`config.mk`:
```
export PLATFORM = sky130hd
export DESIGN_NAME = rpn_eval
export DESIGN_NICKNAME = d
export VERILOG_FILES = /design/src/rtl/rpn_pkg.sv /design/src/rtl/rpn_div.sv /design/src/rtl/rpn_eval.sv
export SDC_FILE = /design/constraint.sdc
export NUM_CORES = 2
export LEC_CHECK = 0
export CAP_MARGIN = 10
export CELL_PAD_IN_SITES_DETAIL_PLACEMENT = 1
export CELL_PAD_IN_SITES_GLOBAL_PLACEMENT = 1
export CORE_ASPECT_RATIO = 0.6
export CORE_MARGIN = 3
export CORE_UTILIZATION = 45
export CTS_BUF_LIST = sky130_fd_sc_hd__clkbuf_4
export DETAILED_ROUTE_END_ITERATION = 10
export PLACE_DENSITY = 0.69
export SYNTH_ARGS = -nofsm -noshare
export SYNTH_HDL_FRONTEND = slang
export SYNTH_SLANG_ARGS = --single-unit
```
`constraint.sdc`:
```
create_clock -name CLK -period 18.2 [get_ports CLK]
set_input_delay 5.46 -clock CLK [delete_from_list [all_inputs] [get_ports CLK]]
set_output_delay 5.46 -clock CLK [all_outputs]
set_load 0.1 [all_outputs]
```
`src/rtl/rpn_pkg.sv`:
```
// Shared definitions for the rpn_eval postfix evaluator: operator ASCII codes,
// error-cause codes and FSM states.
package rpn_pkg;

  localparam logic [7:0] OP_ADD = 8'h2B;  // '+'
  localparam logic [7:0] OP_SUB = 8'h2D;  // '-'
  localparam logic [7:0] OP_MUL = 8'h2A;  // '*'
  localparam logic [7:0] OP_AND = 8'h26;  // '&'
  localparam logic [7:0] OP_OR  = 8'h7C;  // '|'
  localparam logic [7:0] OP_XOR = 8'h5E;  // '^'
  localparam logic [7:0] OP_DIV = 8'h2F;  // '/'
  localparam logic [7:0] OP_MOD = 8'h25;  // '%'

  localparam logic [2:0] ERR_NONE       = 3'd0;
  localparam logic [2:0] ERR_UNDERFLOW  = 3'd1;
  localparam logic [2:0] ERR_OVERFLOW   = 3'd2;
  localparam logic [2:0] ERR_DIV_ZERO   = 3'd3;
  localparam logic [2:0] ERR_BAD_OP     = 3'd4;
  localparam logic [2:0] ERR_PROTOCOL   = 3'd5;
  localparam logic [2:0] ERR_NOT_SINGLE = 3'd6;

  typedef enum logic [1:0] {
    ST_IDLE  = 2'd0,
    ST_EXEC  = 2'd1,
    ST_DIV   = 2'd2,
    ST_ERROR = 2'd3
  } rpn_state_e;

  function automatic logic is_alu_op(input logic [7:0] code);
    return (code == OP_ADD) || (code == OP_SUB) || (code == OP_MUL) ||
           (code == OP_AND) || (code == OP_OR)  || (code == OP_XOR);
  endfunction

  function automatic logic is_div_op(input logic [7:0] code);
    return (code == OP_DIV) || (code == OP_MOD);
  endfunction

endpackage

```
`src/rtl/rpn_div.sv`:
```
// Iterative restoring divider for rpn_eval: START loads operands, DONE flags the
// cycle whose step produces the final quotient/remainder on QUOT/REM.
module rpn_div
  import rpn_pkg::*;
#(
  parameter int DATA_W = 32
) (
  input  logic              CLK,
  input  logic              RST_N,
  input  logic              ABORT,
  input  logic              START,
  input  logic [DATA_W-1:0] DIVIDEND,
  input  logic [DATA_W-1:0] DIVISOR,
  output logic              DONE,
  output logic [DATA_W-1:0] QUOT,
  output logic [DATA_W-1:0] REM
);

  localparam int CNT_W = $clog2(DATA_W + 1);

  logic [DATA_W-1:0] quo_r, rem_r, dsr_r;
  logic [CNT_W-1:0]  cnt_r;
  logic              run_r;
  logic [DATA_W:0]   shifted_s, diff_s;
  logic [DATA_W-1:0] quo_nx_s, rem_nx_s;

  // One restoring step; a set borrow bit means the trial subtraction is undone.
  always_comb begin
    shifted_s = {rem_r, quo_r[DATA_W-1]};
    diff_s    = shifted_s - {1'b0, dsr_r};
    if (diff_s[DATA_W]) begin
      rem_nx_s = shifted_s[DATA_W-1:0];
      quo_nx_s = {quo_r[DATA_W-2:0], 1'b0};
    end else begin
      rem_nx_s = diff_s[DATA_W-1:0];
      quo_nx_s = {quo_r[DATA_W-2:0], 1'b1};
    end
  end

  assign DONE = run_r && (cnt_r == CNT_W'(1));
  assign QUOT = quo_nx_s;
  assign REM  = rem_nx_s;

  // Iteration register: load on START, step DATA_W times, ABORT drops the job.
  always_ff @(posedge CLK) begin
    if (!RST_N) begin
      quo_r <= '0;
      rem_r <= '0;
      dsr_r <= '0;
      cnt_r <= '0;
      run_r <= 1'b0;
    end else if (ABORT) begin
      cnt_r <= '0;
      run_r <= 1'b0;
    end else if (START) begin
      quo_r <= DIVIDEND;
      rem_r <= '0;
      dsr_r <= DIVISOR;
      cnt_r <= CNT_W'(DATA_W);
      run_r <= 1'b1;
    end else if (run_r) begin
      quo_r <= quo_nx_s;
      rem_r <= rem_nx_s;
      cnt_r <= cnt_r - CNT_W'(1);
      run_r <= (cnt_r != CNT_W'(1));
    end else begin
      run_r <= 1'b0;
    end
  end

endmodule

```
`src/rtl/rpn_eval.sv`:
```
// Postfix (RPN) evaluator with an operand stack and sticky error reporting.
// Define RPN_DIV_EN to add "/" and "%" through the iterative rpn_div unit.
module rpn_eval
  import rpn_pkg::*;
#(
  parameter int DATA_W  = 32,
  parameter int DEPTH   = 16,
  parameter int DEPTH_W = $clog2(DEPTH + 1)
) (
  input  logic               CLK,
  input  logic               RST_N,
  input  logic               NUM_STB,
  input  logic [DATA_W-1:0]  NUM_DAT,
  input  logic               OP_STB,
  input  logic [7:0]         OP_CODE,
  input  logic               END_STB,
  input  logic               CLR_STB,
  output logic               BUSY,
  output logic [DATA_W-1:0]  RESULT,
  output logic               RESULT_VLD,
  output logic               ERR,
  output logic [2:0]         ERR_CODE,
  output logic [DEPTH_W-1:0] STK_CNT
);

  localparam int IDX_W = $clog2(DEPTH);
  localparam logic [DEPTH_W-1:0] FULL_CNT = DEPTH_W'(DEPTH);

  rpn_state_e state_r, state_nx_s;
  logic [DATA_W-1:0]  stack_r [DEPTH];
  logic [DEPTH_W-1:0] cnt_r, cnt_nx_s;
  logic [DATA_W-1:0]  opa_r, opb_r, result_r, alu_s, wr_dat_s, top_s, sec_s;
  logic [7:0]         op_r;
  logic               busy_r, err_r, err_nx_s, vld_r;
  logic [2:0]         err_code_r, err_code_nx_s, raise_code_s;
  logic [IDX_W-1:0]   push_idx_s, top_idx_s, sec_idx_s;
  logic               push_s, latch_s, emit_s, wr_s, raise_s, multi_s, op_legal_s;

  assign push_idx_s = cnt_r[IDX_W-1:0];
  assign top_idx_s  = IDX_W'(cnt_r - DEPTH_W'(1));
  assign sec_idx_s  = IDX_W'(cnt_r - DEPTH_W'(2));
  assign top_s      = stack_r[top_idx_s];
  assign sec_s      = stack_r[sec_idx_s];
  assign multi_s    = (NUM_STB & OP_STB) | (NUM_STB & END_STB) | (OP_STB & END_STB);

`ifdef RPN_DIV_EN
  logic              op_div_s, div_start_s, div_done_s;
  logic [DATA_W-1:0] div_quo_s, div_rem_s;
  assign op_div_s   = is_div_op(OP_CODE);
  assign op_legal_s = is_alu_op(OP_CODE) | op_div_s;

  rpn_div #(.DATA_W(DATA_W)) u_div (
    .CLK      (CLK),
    .RST_N    (RST_N),
    .ABORT    (CLR_STB),
    .START    (div_start_s),
    .DIVIDEND (sec_s),
    .DIVISOR  (top_s),
    .DONE     (div_done_s),
    .QUOT     (div_quo_s),
    .REM      (div_rem_s)
  );
`else
  assign op_legal_s = is_alu_op(OP_CODE);
`endif

  // Single-cycle ALU on the latched operands (unsigned, wraps modulo 2^DATA_W).
  always_comb begin
    case (op_r)
      OP_ADD:  alu_s = opa_r + opb_r;
      OP_SUB:  alu_s = opa_r - opb_r;
      OP_MUL:  alu_s = opa_r * opb_r;
      OP_AND:  alu_s = opa_r & opb_r;
      OP_OR:   alu_s = opa_r | opb_r;
      OP_XOR:  alu_s = opa_r ^ opb_r;
      default: alu_s = '0;
    endcase
  end

  // Token decode and next-state logic; CLR_STB overrides everything else.
  always_comb begin
    state_nx_s    = state_r;
    cnt_nx_s      = cnt_r;
    err_nx_s      = err_r;
    err_code_nx_s = err_code_r;
    push_s        = 1'b0;
    latch_s       = 1'b0;
    emit_s        = 1'b0;
    wr_s          = 1'b0;
    wr_dat_s      = alu_s;
    raise_s       = 1'b0;
    raise_code_s  = ERR_NONE;
`ifdef RPN_DIV_EN
    div_start_s   = 1'b0;
`endif
    if (CLR_STB) begin
      state_nx_s    = ST_IDLE;
      cnt_nx_s      = '0;
      err_nx_s      = 1'b0;
      err_code_nx_s = ERR_NONE;
    end else begin
      case (state_r)
        ST_IDLE: begin
          if (multi_s) begin
            raise_s = 1'b1; raise_code_s = ERR_PROTOCOL;
          end else if (NUM_STB) begin
            if (cnt_r == FULL_CNT) begin
              raise_s = 1'b1; raise_code_s = ERR_OVERFLOW;
            end else begin
              push_s   = 1'b1;
              cnt_nx_s = cnt_r + DEPTH_W'(1);
            end
          end else if (OP_STB) begin
            if (cnt_r < DEPTH_W'(2)) begin
              raise_s = 1'b1; raise_code_s = ERR_UNDERFLOW;
            end else if (!op_legal_s) begin
              raise_s = 1'b1; raise_code_s = ERR_BAD_OP;
            end
`ifdef RPN_DIV_EN
            else if (op_div_s && (top_s == '0)) begin
              raise_s = 1'b1; raise_code_s = ERR_DIV_ZERO;
            end else if (op_div_s) begin
              latch_s     = 1'b1;
              div_start_s = 1'b1;
              state_nx_s  = ST_DIV;
            end
`endif
            else begin
              latch_s    = 1'b1;
              state_nx_s = ST_EXEC;
            end
          end else if (END_STB) begin
            if (cnt_r == DEPTH_W'(1)) begin
              emit_s   = 1'b1;
              cnt_nx_s = '0;
            end else begin
              raise_s = 1'b1; raise_code_s = ERR_NOT_SINGLE;
            end
          end else begin
            state_nx_s = ST_IDLE;
          end
        end
        ST_EXEC: begin
          wr_s       = 1'b1;
          cnt_nx_s   = cnt_r - DEPTH_W'(1);
          state_nx_s = ST_IDLE;
        end
`ifdef RPN_DIV_EN
        ST_DIV: begin
          if (div_done_s) begin
            wr_s       = 1'b1;
            wr_dat_s   = (op_r == OP_MOD) ? div_rem_s : div_quo_s;
            cnt_nx_s   = cnt_r - DEPTH_W'(1);
            state_nx_s = ST_IDLE;
          end else begin
            state_nx_s = ST_DIV;
          end
        end
`endif
        ST_ERROR: state_nx_s = ST_ERROR;
        default:  state_nx_s = ST_IDLE;
      endcase
      if (raise_s) begin
        err_nx_s      = 1'b1;
        err_code_nx_s = raise_code_s;
        state_nx_s    = ST_ERROR;
      end else begin
        err_nx_s = err_nx_s;
      end
    end
  end

  // Control and output registers.
  always_ff @(posedge CLK) begin
    if (!RST_N) begin
      state_r    <= ST_IDLE;
      cnt_r      <= '0;
      busy_r     <= 1'b0;
      err_r      <= 1'b0;
      err_code_r <= ERR_NONE;
      result_r   <= '0;
      vld_r      <= 1'b0;
      op_r       <= 8'h00;
      opa_r      <= '0;
      opb_r      <= '0;
    end else begin
      state_r    <= state_nx_s;
      cnt_r      <= cnt_nx_s;
      busy_r     <= (state_nx_s != ST_IDLE);
      err_r      <= err_nx_s;
      err_code_r <= err_code_nx_s;
      vld_r      <= emit_s;
      if (emit_s) result_r <= stack_r[0];
      if (latch_s) begin
        op_r  <= OP_CODE;
        opa_r <= sec_s;
        opb_r <= top_s;
      end
    end
  end

  // Operand stack storage; contents are meaningless above the count.
  always_ff @(posedge CLK) begin
    if (RST_N && push_s) begin
      stack_r[push_idx_s] <= NUM_DAT;
    end else if (RST_N && wr_s) begin
      stack_r[sec_idx_s] <= wr_dat_s;
    end
  end

  assign BUSY       = busy_r;
  assign RESULT     = result_r;
  assign RESULT_VLD = vld_r;
  assign ERR        = err_r;
  assign ERR_CODE   = err_code_r;
  assign STK_CNT    = cnt_r;

endmodule

```
==> impl_metrics.csv <==
group,metric,value,unit
pwr,p_switching,697.9,uW
pwr,seq_power_share,0.534,
yosys,async_flop_share,0,
yosys,syn_avg_cell_area,12.13,um2
cts,clk_latency,940,ps
cts,h-tree-depth,4,
drt,postRouteAntennaNets,0,
placed_design,place.port_buffers,88,
worst_setup_path,worstSetupEndpointType,"flip-flop",
cells_and_area,syn2layout_area_growth,9.890,%
timing,fin_tns_setup,0,ps
yosys,yosysMostFrequentCell,"edfxtp_1",
cells_and_area,drive_gt1_frac,0.1764,
floorplanning,dieArea,108600,um2
flow_run,maxCapViolCount,0,
cells_and_area,fin_area,51690,um2
cts,cts.sinks,629,
drt,num_vias,33650,
timing,post-route-min-period,10100,ps
cts,clockBufferDepth,3,
yosys,yosys_warnings,0,
pwr,clkPwrFrac,0.406,
cts,cts-buffers-inserted,144,
timing,skew,59.38,ps
worst_setup_path,cp.arrival,10870,ps
timing,hold_violations,0,
cts,cts_resized,0,
yosys,synth_edf_count,512,
pwr,p_leak,0.01889,uW
worst_setup_path,startpoint,"opa_r[6]",
timing,slew_viol_final,0,
timing,fin_crit_sh,0.5552,
pwr,total_power,2925,uW
hold_path,min_from,"RESULT[8]",
floorplanning,fp-row-count,91,
worst_setup_path,r2r-start,"opa_r[6]",
pwr,ir_worst_vdd,52.13,uV
placed_design,gp_congestion,1.006,
worst_setup_path,r2r_cells,25,
worst_setup_path,rrSetupSlack,8100,ps
floorplanning,io_pins,89,
status,status,"complete, no violations",
drt,dr.pass1.iters,6,
yosys,post_synth_instance_area,47040,um2
global_routing,grt_use_total,0.3066,
yosys,syn_nets,4561,
placed_design,dp_hpwl,119.2,mm
floorplanning,core_region_area,103200,um2
timing,tightest_slew,1282,ps
global_routing,grt_pass1_vias,34680,
drt,wirelength,164.4,mm
yosys,ys_top_cells_by_count,"edfxtp_1 (512), nand2_1 (497), inv_1 (441)",
worst_setup_path,crit_fanout,17,
timing,relSlewSlack,0.1443,
cts,root_buffer,"clkbuf_4",
yosys,synth_seq_cells,629,
hold_path,hold_end,"RESULT[8]",
cts,post_cts_buffers,0,
floorplanning,dieHeight,256.4,um
floorplanning,start_util,0.4560,
yosys,synth-main-ff-cell,"edfxtp_1",
pwr,powerDensity,56.58,nW/um2
global_routing,grt_pass1_wl,242.6,mm
worst_setup_path,r2r_end,"stack_r[6][31]",
cts,cts_tree,"done",
yosys,synth_cells,3878,
global_routing,grt_max_degree,84,
pwr,internal_power,2227,uW
timing,finalSetupViolCount,0,
timing,grt_setup_unrepaired,"false",
global_routing,overflow,0,
worst_setup_path,critPathRequiredTime,18960,ps
drt,drcViolationCount,0,
floorplanning,chipWidth,423.4,um
yosys,synth_top_area_share,0.3269,
yosys,yosys-top-cells-area,"edfxtp_1 (33%), fa_1 (17%), mux4_2 (15%)",
global_routing,antenna_found_initial,3,
hold_path,hold_class,"reg2reg",
yosys,yosysSeqAreaShare,0.3767,
drt,drtIter0Drc,4050,
pwr,combPwrFrac,0.060,
worst_setup_path,critPathLaunchType,"flip-flop",
drt,routed_via_density,6.123,
cells_and_area,multiInputGateArea,26900,um2
drt,post_drt_wl_per_cell,29.92,um
cells_and_area,final_nets,4670,
hold_path,whs_path_depth,2,
yosys,yosys.area.top_type,"edfxtp_1",
worst_setup_path,worstSetupPathType,"reg2reg",
yosys,synth_cell_types,77,
cts,postCtsHoldBufs,0,
cells_and_area,seq_area,17720,um2
pwr,switching_share,0.2386,
timing,fmax,98.96,MHz
placed_design,postPlaceCellArea,49800,um2
cts,clk_pin_slew,70,ps
cells_and_area,fill_cells,10790,
layout by cell type, fill, tap and decap left out, types with 14 or more instances in the layout:
| cell type | Yosys | layout |
|---|---|---|
| clkdlybuf4s50_1 | 0 | 87 |
| nor2b_1 | 14 | 14 |
| o21ai_0 | 73 | 72 |
| nor2_4 | 0 | 16 |
| inv_1 | 441 | 441 |
| ha_1 | 228 | 226 |
| a22oi_1 | 27 | 27 |
| nand2_1 | 497 | 497 |
| dfxtp_1 | 117 | 115 |
| nand2b_1 | 14 | 14 |
| fa_1 | 409 | 409 |
| nand3_1 | 20 | 19 |
| a21boi_0 | 104 | 104 |
| nor3_1 | 16 | 14 |
| xnor2_1 | 111 | 109 |
| xor2_1 | 29 | 28 |
| a21o_1 | 27 | 27 |
| clkinv_1 | 17 | 37 |
| nor2_1 | 371 | 355 |
| buf_4 | 0 | 109 |
| edfxtp_1 | 512 | 512 |
| mux4_2 | 320 | 320 |
| clkbuf_4 | 0 | 227 |
| a21oi_1 | 76 | 75 |
cells by family (layout without fill, tap and decap cells):
logic type,Yosys count,after routing,share of synthesized area
AND/OR/NAND/NOR,998,998,0.08661
buffers and inverters,699,919,0.05591
adder cells (fa/ha/maj),637,637,0.2347
flip-flops,629,629,0.3767
AO/OA/AOI/OAI,448,448,0.06528
multiplexers,327,327,0.1547
XOR/XNOR,140,140,0.02607
other,0,2,0
cell type report:
class / count / share of cell area
multi-input combinational: 2550 / 0.5204
sequential: 629 / 0.3429
inverter: 466 / 0.03384
tap: 1395 / 0.03377
clock buffer: 227 / 0.03297
timing repair buffer: 196 / 0.03268
clock inverter: 30 / 0.003316
antenna: 2 / 0.00009683
through the flow:
step | hold WS (ps) | instances | setup slack, ps | utilization
finish | 465.4 | 5495 | 8095 | 0.5011
global route | 490.6 | 5494 | 7683 | 0.5010
CTS | 470.3 | 5492 | 7911 | 0.5009
detailed placement | 460.0 | 5235 | 7908 | 0.4828
global placement | 452.1 | 5235 | 8247 | 0.4828
floorplan | 456.9 | 3878 | 9616 | -
power groups by stage:
stage	clock [uW]	combinational, uW	sequential [uW]
after floorplan	0	104	1600
after global placement	0	174	1600
after detailed placement	0	176	1600
after CTS	1220	177	1560
after global routing	1290	186	1560
final	1190	176	1560
flip-flops by register name (all words and copies together) (netlist names):
signal and flops:
BUSY 1, ERR 1, ERR_CODE 3, RESULT 32
RESULT_VLD 1, STK_CNT 5, op_r 8, opa_r 32
opb_r 32, stack_r 512, state_r 2
critical path: stages (launching register included):
cell	delay [ps]
dfxtp_1	850
clkinv_1	980
nor2_1	390
fa_1	450
inv_1	80
fa_1	420
fa_1	520
inv_1	60
fa_1	530
ha_1	220
ha_1	280
inv_1	50
fa_1	470
inv_1	50
fa_1	430
ha_1	240
nor3_1	480
a211oi_1	190
nor2_1	430
o211ai_1	430
a221oi_2	620
o21ai_1	250
o41ai_1	560
xnor2_1	150
o221ai_1	500
buf_4	280
worst max-delay path by stage:
stage	end
floorplan	stack_r[9][0]
global placement	stack_r[2][31]
detailed placement	stack_r[0][31]
CTS	stack_r[6][31]
global route	stack_r[6][31]
finish	stack_r[6][31]
layer usage:
layer,track usage,vias up,share of wire
met3,0.09630,224,0.13
met5,0,-,0
met4,0.07360,0,0.022
li1,-,13780,-
met1,0.4872,17660,0.45
met2,0.4022,1988,0.40
Power figures use the tool's default switching activity.
